<file path="src/rtl/cordic_rotation_seq_if.sv">
// Handshake and data bundle for the sequential rotation-mode CORDIC engine.
// The master drives the request and operands; the slave returns status and the rotated vector.
interface cordic_rotation_seq_if;
    logic               start;
    logic signed [16:0] x_in;
    logic signed [16:0] y_in;
    logic signed [15:0] angle_in;
    logic               busy;
    logic               done;
    logic signed [16:0] x_out;
    logic signed [16:0] y_out;
    logic signed [15:0] residual_out;

    modport master (
        output start,
        output x_in,
        output y_in,
        output angle_in,
        input  busy,
        input  done,
        input  x_out,
        input  y_out,
        input  residual_out
    );

    modport slave (
        input  start,
        input  x_in,
        input  y_in,
        input  angle_in,
        output busy,
        output done,
        output x_out,
        output y_out,
        output residual_out
    );
endinterface

</file>
<file path="src/rtl/cordic_rotation_seq.sv">
// Sequential rotation-mode CORDIC, one micro-rotation per clock, 8 iterations, start/done handshake.
// Define CORDIC_GAIN_COMP_EN to add a one-cycle 1/K gain-compensation state (latency 10 vs 9).
module cordic_rotation_seq (
    input  logic                 clk,
    input  logic                 rst,
    cordic_rotation_seq_if.slave bus
);

    typedef enum logic [1:0] {StIdle, StIter, StComp, StDone} state_e;

    state_e             state_q;
    logic [2:0]         iter_q;
    logic signed [16:0] x_q;
    logic signed [16:0] y_q;
    logic signed [15:0] z_q;

    logic signed [16:0] x_sh;
    logic signed [16:0] y_sh;
    logic signed [15:0] atan_val;
    logic signed [16:0] x_rot;
    logic signed [16:0] y_rot;
    logic signed [15:0] z_rot;

    // atan(2^-i) in the 0x4000 = 45 degree scaled-angle format
    function automatic logic signed [15:0] atan_lut(input logic [2:0] idx);
        logic signed [15:0] val;
        case (idx)
            3'd0:    val = 16'sh4000;
            3'd1:    val = 16'sh25C8;
            3'd2:    val = 16'sh13F6;
            3'd3:    val = 16'sh0A22;
            3'd4:    val = 16'sh0516;
            3'd5:    val = 16'sh028C;
            3'd6:    val = 16'sh0146;
            default: val = 16'sh00A3;
        endcase
        return val;
    endfunction

`ifdef CORDIC_GAIN_COMP_EN
    // v * (2^-1 + 2^-3 - 2^-6 - 2^-9 - 2^-13) ~= v / 1.64676
    function automatic logic signed [16:0] gain_comp(input logic signed [16:0] v);
        return (v >>> 1) + (v >>> 3) - (v >>> 6) - (v >>> 9) - (v >>> 13);
    endfunction
`endif

    always_comb begin
        x_sh     = x_q >>> iter_q;
        y_sh     = y_q >>> iter_q;
        atan_val = atan_lut(iter_q);
        x_rot    = x_q;
        y_rot    = y_q;
        z_rot    = z_q;
        // Rotate toward the residual angle: sign of z picks the direction
        if (!z_q[15]) begin
            x_rot = x_q - y_sh;
            y_rot = y_q + x_sh;
            z_rot = z_q - atan_val;
        end else begin
            x_rot = x_q + y_sh;
            y_rot = y_q - x_sh;
            z_rot = z_q + atan_val;
        end
    end

    always_ff @(posedge clk) begin
        if (rst) begin
            state_q          <= StIdle;
            iter_q           <= 3'd0;
            x_q              <= '0;
            y_q              <= '0;
            z_q              <= '0;
            bus.busy         <= 1'b0;
            bus.done         <= 1'b0;
            bus.x_out        <= '0;
            bus.y_out        <= '0;
            bus.residual_out <= '0;
        end else begin
            bus.done <= 1'b0;
            case (state_q)
                StIdle: begin
                    if (bus.start) begin
                        x_q      <= bus.x_in;
                        y_q      <= bus.y_in;
                        z_q      <= bus.angle_in;
                        iter_q   <= 3'd0;
                        bus.busy <= 1'b1;
                        state_q  <= StIter;
                    end
                end
                StIter: begin
                    x_q    <= x_rot;
                    y_q    <= y_rot;
                    z_q    <= z_rot;
                    iter_q <= iter_q + 3'd1;
                    if (iter_q == 3'd7) begin
`ifdef CORDIC_GAIN_COMP_EN
                        state_q <= StComp;
`else
                        state_q <= StDone;
`endif
                    end
                end
`ifdef CORDIC_GAIN_COMP_EN
                StComp: begin
                    x_q     <= gain_comp(x_q);
                    y_q     <= gain_comp(y_q);
                    state_q <= StDone;
                end
`endif
                StDone: begin
                    bus.x_out        <= x_q;
                    bus.y_out        <= y_q;
                    bus.residual_out <= z_q;
                    bus.done         <= 1'b1;
                    bus.busy         <= 1'b0;
                    state_q          <= StIdle;
                end
                default: state_q <= StIdle;
            endcase
        end
    end

endmodule

</file>
<file path="src/flat_wrapper.sv">
// flat-port wrapper written by rule: the top's interface ports become plain ports
module cordic_rotation_seq_flat 
  (clk, rst, bus_start, bus_x_in, bus_y_in, bus_angle_in, bus_busy, bus_done, bus_x_out, bus_y_out, bus_residual_out);
  cordic_rotation_seq_if bus_i ();
  input  logic clk;
  input  logic rst;
  input wire logic [$bits(bus_i.start)-1:0] bus_start;
  input wire logic [$bits(bus_i.x_in)-1:0] bus_x_in;
  input wire logic [$bits(bus_i.y_in)-1:0] bus_y_in;
  input wire logic [$bits(bus_i.angle_in)-1:0] bus_angle_in;
  output wire logic [$bits(bus_i.busy)-1:0] bus_busy;
  output wire logic [$bits(bus_i.done)-1:0] bus_done;
  output wire logic [$bits(bus_i.x_out)-1:0] bus_x_out;
  output wire logic [$bits(bus_i.y_out)-1:0] bus_y_out;
  output wire logic [$bits(bus_i.residual_out)-1:0] bus_residual_out;
  assign bus_i.start = bus_start;
  assign bus_i.x_in = bus_x_in;
  assign bus_i.y_in = bus_y_in;
  assign bus_i.angle_in = bus_angle_in;
  assign bus_busy = bus_i.busy;
  assign bus_done = bus_i.done;
  assign bus_x_out = bus_i.x_out;
  assign bus_y_out = bus_i.y_out;
  assign bus_residual_out = bus_i.residual_out;
  cordic_rotation_seq u_core (.clk(clk), .rst(rst), .bus(bus_i));
endmodule
</file>
<file path="config.mk">
export PLATFORM = sky130hd
export DESIGN_NAME = cordic_rotation_seq_flat
export DESIGN_NICKNAME = d
export VERILOG_FILES = /design/src/rtl/cordic_rotation_seq_if.sv /design/src/rtl/cordic_rotation_seq.sv /design/src/flat_wrapper.sv
export SDC_FILE = /design/constraint.sdc
export NUM_CORES = 1
export LEC_CHECK = 0
export ABC_AREA = 1
export ABC_CLOCK_PERIOD_IN_PS = 10500
export CAP_MARGIN = 15
export CORE_AREA = 2 2 115 140
export DETAILED_ROUTE_END_ITERATION = 8
export DIE_AREA = 0 0 117 142
export GPL_TIMING_DRIVEN = 0
export PLACE_DENSITY = 0.81
export SLEW_MARGIN = 20
export SYNTH_ARGS = -nofsm -noshare
export SYNTH_HDL_FRONTEND = slang
export SYNTH_SLANG_ARGS = --single-unit
</file>
<file path="constraint.sdc">
create_clock -name clk -period 10.5 [get_ports clk]
set_input_delay 1.575 -clock clk [delete_from_list [all_inputs] [get_ports clk]]
set_output_delay 1.575 -clock clk [all_outputs]
set_load 0.01 [all_outputs]
</file>
==> results.json <==
{
  "outcome": "finished clean",
  "crit_slowest_cell": "dfxtp_1",
  "hold_path_depth": 2,
  "die-area_um2": 16600,
  "grt_overflow_total": 0,
  "dr.pass1.iters": 6,
  "dieWidth_um": 117,
  "synth_enable_flop_cells": 0,
  "ant_nets": 0,
  "powerDensity_nw_per_um2": 171,
  "tns_ns": 0,
  "slew_headroom_pct": 29.3,
  "numPortBuffers": 103,
  "clock_skew_ns": 0.00904,
  "setup_viol": 0,
  "layout-drive-gt1-share_pct": 5.30,
  "clockBufferDepth": 2,
  "pin_count": 105,
  "syn_inst": 1390,
  "min_path_type": "flop to flop",
  "p_leak_nw": 4.96,
  "cts_root_buffer": "clkbuf_16",
  "start_util_pct": 56.8,
  "cts_made_buffers": 9,
  "cp_max_fo": 11,
  "antenna_found_initial": 0,
  "areaGrowthSynthToFinish_pct": 18.2,
  "period_needed_ns": 4.65,
  "crit_type": "flop to flop",
  "clk_pin_slew_ns": 0.07,
  "dpl-instance-area_um2": 10000,
  "dp_slack_ns": 6.03,
  "setup_ws_ns": 5.85,
  "power_mw": 1.76,
  "syn_nets": 1503,
  "drv_slew": 0,
  "hold_viol": 0,
  "cts_tree": "yes",
  "crit_top_cell": "nor2_1",
  "crit_path_start_kind": "flop",
  "grt_pass1_wl_um": 48100,
  "drv_cap": 0,
  "syn_avg_cell_area_um2": 6.27,
  "post-cts-setup-buffers": 0,
  "cp.arrival_ns": 4.89,
  "ys_ff_latch": 107,
  "ys.flop_type": "dfxtp_1",
  "crit_path_end_kind": "flop",
  "core_area_um2": 15300,
  "holdCritStartpoint": "u_core.bus.residual_out[10]$_SDFFE_PP0P_",
  "rsz0062_at_grt": "no",
  "yosysWarnings": 0,
  "worst_path_largest_cell_delay_ns": 0.38,
  "vias_per_cell": 5.87,
  "synthArstFlopShare_pct": 0,
  "wl_um": 31700,
  "grt_max_degree": 19,
  "layout.nets": 1617,
  "hpwl_um": 24500,
  "period_share_pct": 44.3,
  "clk_latency_ns": 0.37,
  "grt.total_usage_pct": 38.2,
  "die_y_um": 142,
  "cts_sinks": 107,
  "cp.required_ns": 10.73,
  "synth_cell_types": 48,
  "cts_resized": 0,
  "grt_pass1_vias": 9290,
  "r2r_start": "u_core.iter_q[1]$_SDFFE_PP0P_",
  "peakVddDrop_mv": 0.0966,
  "drc": 0,
  "synth_area_um2": 8710,
  "cp-startpoint": "u_core.iter_q[1]$_SDFFE_PP0P_",
  "nFillCells": 1437,
  "stdcell_area_um2": 10300,
  "worst_pin_slew_ns": 1.06,
  "synth-seq-area-share_pct": 24.6,
  "via_count": 10100,
  "drt_iter0_drc": 907,
  "cts.hold.buffers_added": 0,
  "reg2regPathDepth": 28,
  "n_antenna_cell": 0,
  "cts_htree_levels": 3,
  "placementRows": 50,
  "wl_per_cell_um": 18.5,
  "max_freq_mhz": 215,
  "place_congestion": 1.01
}
[power by group]
group	internal, mW	switching, mW
clock	0.178	0.168
sequential	0.433	0.0468
combinational	0.335	0.598
[final timing paths]
path / to / slack (ns)
setup / recovery: u_core.z_q[9]$_SDFFE_PP0P_ / 5.85
hold / removal: u_core.bus.residual_out[10]$_SDFFE_PP0P_ / 0.47
setup reg to reg: u_core.z_q[9]$_SDFFE_PP0P_ / 5.85
hold reg to reg: u_core.bus.residual_out[10]$_SDFFE_PP0P_ / 0.47
[Yosys cell counts (12+ instances only)]
| cell type | n | share of area, % |
|---|---|---|
| nand2_1 | 394 | 17 |
| nand3_1 | 190 | 11 |
| a21oi_1 | 108 | 6.2 |
| inv_1 | 108 | 4.7 |
| dfxtp_1 | 107 | 25 |
| nor2_1 | 106 | 4.6 |
| o21ai_0 | 78 | 4.5 |
| ha_1 | 57 | 8.2 |
| clkbuf_1 | 41 | 1.8 |
| xor2_1 | 33 | 3.3 |
| xnor2_1 | 16 | 1.6 |
| o21ai_1 | 12 | 0.69 |
[metrics by stage]
step           util (%)  instances  hold slack [ns]
2_1_floorplan         -       1390            0.445
3_3_place_gp       65.2       1701            0.458
3_5_place_dp       65.3       1701            0.462
4_1_cts            67.2       1717            0.474
5_1_grt            67.2       1717            0.490
6_report           67.2       1717            0.473
[critical path, delay by kind of cell, from the launching register on]
kind / cells / cell delay, ns
AND/OR/NAND/NOR: 11 / 1.35
AO/OA/AOI/OAI: 5 / 1.00
buffers and inverters: 8 / 0.87
adder cells (fa/ha/maj): 2 / 0.57
flip-flops: 1 / 0.38
XOR/XNOR: 2 / 0.33
[registers in the layout (all words and copies together) (netlist names)]
signal,flops
u_core.y_q,17
u_core.z_q,16
u_core.bus.y_out,17
u_core.state_q,2
u_core.x_q,17
u_core.iter_q,3
u_core.bus.busy,1
u_core.bus.residual_out,16
u_core.bus.done,1
u_core.bus.x_out,17
[placed cells by master (no fill, tap or decap), drive strengths merged, types with 6 or more instances in the layout]
| master | count |
|---|---|
| xor2 | 33 |
| or2 | 8 |
| o211ai | 11 |
| clkdlybuf4s50 | 103 |
| nor3 | 7 |
| inv | 119 |
| dfxtp | 107 |
| xnor2 | 16 |
| nand3 | 192 |
| a31oi | 6 |
| o21ai | 90 |
| nand4 | 10 |
| a21o | 9 |
| o221ai | 8 |
| buf | 23 |
| ha | 57 |
| a21oi | 109 |
| nor2 | 117 |
| clkbuf | 52 |
| nand2 | 401 |
[kinds of logic (layout without fill, tap and decap cells)]
group	count (synthesis)	in the layout	share of synthesized area [%]
xor+xnor	49	49	4.93
buf+inv	181	300	8.78
fa+ha+maj	60	60	8.88
simple gates	738	738	36.2
compound gates	255	255	16.6
flops	107	107	24.6
[cell type report]
class | count | area (um2) | share of cell area [%]
Sequential cell | 107 | 2140 | 20.8
Clock buffer | 11 | 253 | 2.45
Inverter | 117 | 447 | 4.34
Timing Repair Buffer | 103 | 1030 | 10.0
Clock inverter | 5 | 42.5 | 0.413
Multi-Input combinational cell | 1102 | 5810 | 56.4
Tap cell | 208 | 260 | 2.53
Buffer | 64 | 318 | 3.09
[layer usage]
metal,global-route usage (%),routed length (um)
met5,0,0
met1,46.2,12200
met4,22.3,1910
met3,5.79,2820
met2,63.6,14800
No activity file was read; power rests on OpenSTA's default activity.
